## config.mk

```make
export PLATFORM = sky130hd
export DESIGN_NAME = uart_rx_ctrl_flat
export DESIGN_NICKNAME = d
export VERILOG_FILES = /design/src/rtl/uart_rx_ctrl_if.sv /design/src/rtl/uart_rx_ctrl.sv /design/src/flat_wrapper.sv
export SDC_FILE = /design/constraint.sdc
export NUM_CORES = 1
export LEC_CHECK = 0
export BUFFER_PORTS_ARGS = -buffer_cell sky130_fd_sc_hd__buf_2
export CAP_MARGIN = 10
export CORE_ASPECT_RATIO = 1.25
export CORE_MARGIN = 2
export CORE_UTILIZATION = 40
export CTS_CLUSTER_SIZE = 28
export DETAILED_ROUTE_END_ITERATION = 12
export PLACE_DENSITY = 0.58
export REMOVE_ABC_BUFFERS = 1
export SETUP_SLACK_MARGIN = 0.1
export SKIP_CTS_REPAIR_TIMING = 1
export SYNTH_ARGS = -nofsm -noshare
export SYNTH_HDL_FRONTEND = slang
export SYNTH_SLANG_ARGS = --single-unit
```

## constraint.sdc

```tcl
create_clock -name clk -period 2.3 [get_ports clk]
set_input_delay 0.23 -clock clk [delete_from_list [all_inputs] [get_ports clk]]
set_output_delay 0.23 -clock clk [all_outputs]
set_load 0.02 [all_outputs]
```

## src/rtl/uart_rx_ctrl_if.sv

```systemverilog
// Receive-byte handshake between uart_rx_ctrl and its consumer.
interface uart_rx_ctrl_if;
  logic [7:0] rx_data;
  logic       rx_valid;
  logic       rx_ready;

  modport master (output rx_data, output rx_valid, input rx_ready);
  modport slave  (input rx_data, input rx_valid, output rx_ready);
endinterface

```

## src/rtl/uart_rx_ctrl.sv

```systemverilog
// UART 8N1 receive sequencer: start-bit qualification, baud-generator
// enable ownership, data/stop sampling on bit strobes and byte handshake.
module uart_rx_ctrl #(
  parameter int unsigned HALF_THR = 521
) (
  input  logic           clk,
  input  logic           rstn,
  input  logic           rxd,
  input  logic           rx_br_stb,
  output logic           rx_br_en,
  output logic           frame_err,
  output logic           overrun,
  uart_rx_ctrl_if.master rx
);

  localparam logic [10:0] LP_HALF = 11'(HALF_THR);

  typedef enum logic [1:0] {
    ST_IDLE,
    ST_START,
    ST_DATA,
    ST_STOP
  } state_t;

  state_t      r_state;
  state_t      w_state_nxt;
  logic        r_sync1;
  logic        r_rxd_s;
  logic        r_rxd_d;
  logic        w_fall;
  logic [10:0] r_half_cnt;
  logic [10:0] w_half_inc;
  logic [2:0]  r_bit_cnt;
  logic [7:0]  r_shift;
  logic [7:0]  r_data;
  logic        r_valid;
  logic        r_br_en;
  logic        r_frame_err;
  logic        r_overrun;
  logic        w_shift_en;
  logic        w_stop_smp;
  logic        w_good;
  logic        w_load;

  assign w_fall     = r_rxd_d & ~r_rxd_s;
  // Comparing the incremented count makes the DATA decision land HALF_THR
  // cycles after the edge-detect cycle, so rx_br_en rises HALF_THR+1 later.
  assign w_half_inc = r_half_cnt + 11'd1;
  assign w_good     = w_stop_smp & r_rxd_s;
  assign w_load     = w_good & (~r_valid | rx.rx_ready);

  assign rx_br_en    = r_br_en;
  assign frame_err   = r_frame_err;
  assign overrun     = r_overrun;
  assign rx.rx_data  = r_data;
  assign rx.rx_valid = r_valid;

  // Two-flop synchroniser plus one delay stage for falling-edge detection.
  always_ff @(posedge clk or negedge rstn) begin
    if (!rstn) begin
      r_sync1 <= 1'b1;
      r_rxd_s <= 1'b1;
      r_rxd_d <= 1'b1;
    end else begin
      r_sync1 <= rxd;
      r_rxd_s <= r_sync1;
      r_rxd_d <= r_rxd_s;
    end
  end

  // FSM state register.
  always_ff @(posedge clk or negedge rstn) begin
    if (!rstn) begin
      r_state <= ST_IDLE;
    end else begin
      r_state <= w_state_nxt;
    end
  end

  // Next-state decode and per-cycle datapath strobes.
  always_comb begin
    w_state_nxt = r_state;
    w_shift_en  = 1'b0;
    w_stop_smp  = 1'b0;
    case (r_state)
      ST_IDLE: begin
        if (w_fall) w_state_nxt = ST_START;
      end
      ST_START: begin
        if (r_rxd_s) w_state_nxt = ST_IDLE;
        else if (w_half_inc == LP_HALF) w_state_nxt = ST_DATA;
      end
      ST_DATA: begin
        if (rx_br_stb) begin
          w_shift_en = 1'b1;
          if (r_bit_cnt == 3'd7) w_state_nxt = ST_STOP;
        end
      end
      ST_STOP: begin
        if (rx_br_stb) begin
          w_stop_smp  = 1'b1;
          w_state_nxt = ST_IDLE;
        end
      end
      default: w_state_nxt = ST_IDLE;
    endcase
  end

  // Half-bit counter, bit counter, shift register and baud enable.
  always_ff @(posedge clk or negedge rstn) begin
    if (!rstn) begin
      r_half_cnt <= '0;
      r_bit_cnt  <= '0;
      r_shift    <= '0;
      r_br_en    <= 1'b0;
    end else begin
      if (r_state == ST_IDLE) r_half_cnt <= '0;
      else if (r_state == ST_START) r_half_cnt <= w_half_inc;
      if (r_state == ST_START && w_state_nxt == ST_DATA) r_bit_cnt <= '0;
      else if (w_shift_en) r_bit_cnt <= r_bit_cnt + 3'd1;
      if (w_shift_en) r_shift <= {r_rxd_s, r_shift[7:1]};
      r_br_en <= (w_state_nxt == ST_DATA) || (w_state_nxt == ST_STOP);
    end
  end

  // Byte presentation, handshake and status pulses from the stop sample.
  always_ff @(posedge clk or negedge rstn) begin
    if (!rstn) begin
      r_data      <= '0;
      r_valid     <= 1'b0;
      r_frame_err <= 1'b0;
      r_overrun   <= 1'b0;
    end else begin
      r_frame_err <= w_stop_smp & ~r_rxd_s;
      r_overrun   <= w_good & r_valid & ~rx.rx_ready;
      if (w_load) begin
        r_data  <= r_shift;
        r_valid <= 1'b1;
      end else if (r_valid && rx.rx_ready) begin
        r_valid <= 1'b0;
      end
    end
  end

endmodule

```

## src/flat_wrapper.sv

```systemverilog
// flat-port wrapper written by rule: the top's interface ports become plain ports
module uart_rx_ctrl_flat 
#(
  parameter int unsigned HALF_THR = 521
)
  (clk, rstn, rxd, rx_br_stb, rx_br_en, frame_err, overrun, rx_rx_data, rx_rx_valid, rx_rx_ready);
  uart_rx_ctrl_if rx_i ();
  input  logic clk;
  input  logic rstn;
  input  logic rxd;
  input  logic rx_br_stb;
  output logic rx_br_en;
  output logic frame_err;
  output logic overrun;
  output wire logic [$bits(rx_i.rx_data)-1:0] rx_rx_data;
  output wire logic [$bits(rx_i.rx_valid)-1:0] rx_rx_valid;
  input wire logic [$bits(rx_i.rx_ready)-1:0] rx_rx_ready;
  assign rx_rx_data = rx_i.rx_data;
  assign rx_rx_valid = rx_i.rx_valid;
  assign rx_i.rx_ready = rx_rx_ready;
  uart_rx_ctrl #(.HALF_THR(HALF_THR)) u_core (.clk(clk), .rstn(rstn), .rxd(rxd), .rx_br_stb(rx_br_stb), .rx_br_en(rx_br_en), .frame_err(frame_err), .overrun(overrun), .rx(rx_i));
endmodule
```

==> reports/metrics.yaml <==
yosys:
  synthSimpleGateAreaFrac: 0.1611
  synth_edf_count: 0
  syn_inst: 153
  ys.flop_type: "dfrtp_1"
  netlist_area_um2: 1848
  yosysSeqAreaShare: 0.5301
  synth_mux_area_frac: 0.1449
  synth_seq_cells: 39
  synth_cell_types: 40
  synth_top_family_by_area: "simple AND/OR/NAND/NOR gates"
  synthAdderAreaFrac: 0.02708
  async_flop_share: 1.000
  syn_area_per_cell_um2: 12.08
  ys_warn_count: 0
  synth-compound-area-share: 0.09614
  synth-xor-area-share: 0.004739
clock_network:
  cts-buffers-inserted: 5
  root_buffer: "clkbuf_8"
  htree_levels: 2
  clockBufferDepth: 2
  clk_latency_ns: 0.29
  cts_tree: "done"
  clkTransAtPathRegs_ns: 0.08
  cts.sinks: 39
global_route:
  grt_usage: 0.1477
  grt_max_degree: 40
  grt_pass1_wl_um: 5899
  grt_pass1_vias: 1271
  globalRouteOverflowTotal: 0
  antenna_found_initial: 0
cells_and_area:
  layout_commonest_cell: "dfrtp_1"
  area_delta_synth_final_pct: 13.47
  fin_nets: 181
  final_cell_mix: "36 x dfrtp_1, 22 x mux2_2, 16 x buf_2, 9 x nand2_1"
  final_layout_size_suffix_gt1_frac: 0.3526
  fill_cells: 397
  diodes: 0
critical_path:
  critPathBufInv: 0
  required_ns: 2.43
  start_kind: "flop"
  cp.arrival_ns: 2.13
  cp.depth: 4
  path_max_fanout: 7
  cp_top_family: "simple AND/OR/NAND/NOR gates"
  path_class: "reg -> reg"
  r2r_cells: 4
  critPathSlowestCell: "or4b_2"
  slowest_delay_ns: 0.68
  path_cells: "ha_1 > or4b_2 > a311oi_4 > a21oi_1"
  end_kind: "flop"
timing:
  min_period_ns: 2.006
  fin_tns_setup_ns: 0
  fin_crit_sh: 0.8723
  skew_ns: 0.006694
  setup_violations: 0
  fin_ws_ns: 0.2936
  tightest_slew_ns: 0.8427
  finalHoldViolCount: 0
  grt_setup_unrepaired: "no"
  drv_slew: 0
  maxSlewHeadroom: 0.4382
  fmax_ghz: 0.4984
outcome:
  outcome: "completed"
route:
  routed_via_density: 5.320
  first_pass_iters: 4
  drt_wl_total_um: 3324
  first_iter_violations: 68
  wl_per_cell_um: 14.39
  routed-via-count: 1229
  antenna_left: 0
  drc_errors: 0
die:
  initial_core_util: 0.4176
  num_rows: 27
  core_um2: 4425
  ios: 17
  die_h_um: 80.00
  die_area_um2: 5183
  die_w_um: 64.80
hold_path:
  min_path_type: "in -> async"
power:
  peakVddDrop_v: 0.0002844
  cellPowerDensity_nw_per_um2: 643.5
  p_leak_uw: 0.001024
placement:
  gp_congestion: 0.7570
  numPortBuffers: 16
  dp_slack_ns: 0.3255
  hpwl_um: 2381
job:
  maxCapViolCount: 0
[layout make-up]
cell class,count,area (µm²),share of cell area
clock buffers,6,82.58,0.03938
clock inverters,2,35.03,0.01671
inverters,4,15.01,0.007160
multi-input cells,102,802.0,0.3825
flip-flops and latches,39,979.7,0.4672
well taps,58,72.57,0.03461
repair buffers,20,110.1,0.05251
[through the flow]
step / std cells / hold slack, ns / util / cell area, µm² / power (µW)
2_1_floorplan: 145 / -0.06559 / - / 1797 / 751.3
3_3_place_gp: 223 / 0.3443 / 0.4473 / 1979 / 780.7
3_5_place_dp: 223 / 0.3470 / 0.4473 / 1979 / 783.7
4_1_cts: 231 / 0.03560 / 0.4738 / 2097 / 1371
5_1_grt: 231 / 0.02705 / 0.4738 / 2097 / 1413
6_report: 231 / 0.04333 / 0.4738 / 2097 / 1349
[path summary, 6_finish.rpt]
kind                                                  startpoint                               end  slack (ns)
worst max-delay path            u_core.r_half_cnt[0]$_DFFE_PN0P_   u_core.r_bit_cnt[1]$_DFFE_PN0P_        0.29
worst min-delay path                                        rstn     u_core.r_shift[3]$_DFFE_PN0P_        0.04
worst max register to register  u_core.r_half_cnt[0]$_DFFE_PN0P_   u_core.r_bit_cnt[1]$_DFFE_PN0P_        0.29
worst min register to register          u_core.r_sync1$_DFF_PN1_          u_core.r_rxd_s$_DFF_PN1_        0.36
max in group asynchronous                                   rstn  u_core.r_half_cnt[9]$_DFFE_PN0P_        1.73
min in group clk                                             rxd          u_core.r_sync1$_DFF_PN1_        0.05
[state kept, by name (all words and copies together) (netlist names)]
signal	cells
u_core.r_state	2
u_core.rx.rx_data	8
u_core.r_rxd_d	1
u_core.r_bit_cnt	3
u_core.r_half_cnt	11
u_core.r_rxd_s	1
u_core.rx.rx_valid	1
u_core.frame_err	1
u_core.overrun	1
u_core.rx_br_en	1
u_core.r_shift	8
u_core.r_sync1	1
[metal layers]
layer	up-vias	GRT usage	routed length [µm]	part of all wire
li1	595	-	-	-
met1	612	0.1789	1473	0.44
met2	16	0.2485	1708	0.51
met3	6	0.03103	93	0.028
met4	0	0.07021	48	0.014
met5	-	0	0	0
[cell usage after synthesis (2+ instances only)]
cell type | number | area share
dfrtp_1 | 36 | 0.49
mux2_2 | 22 | 0.13
nand2_1 | 9 | 0.018
a22o_1 | 8 | 0.038
nor2_1 | 8 | 0.016
nand3_1 | 7 | 0.019
o21ai_0 | 5 | 0.014
ha_1 | 4 | 0.027
inv_1 | 4 | 0.0081
nand2b_1 | 4 | 0.014
nand4_1 | 4 | 0.014
a21oi_1 | 3 | 0.0081
clkbuf_1 | 3 | 0.0061
dfstp_2 | 3 | 0.043
nand3b_1 | 3 | 0.012
or4_1 | 3 | 0.012
buf_6 | 2 | 0.012
mux2i_1 | 2 | 0.011
nor3b_1 | 2 | 0.0081
[logic make-up (layout without fill, tap and decap cells)]
family | Yosys count | in the layout
xor gates and xnor gates | 1 | 1
and+or+nand+nor | 51 | 51
muxes | 24 | 24
adders and majority gates | 4 | 4
buffers and inverters | 12 | 32
DFF | 39 | 39
AOI/OAI and AO/OA | 22 | 22
[power breakdown]
part	switching, µW	total [µW]	internal (µW)
clock	230	581	351
combinational	40.0	61.2	21.2
sequential	11.1	707	696
total	281	1350	1070
(Power assumes the default switching activity.)
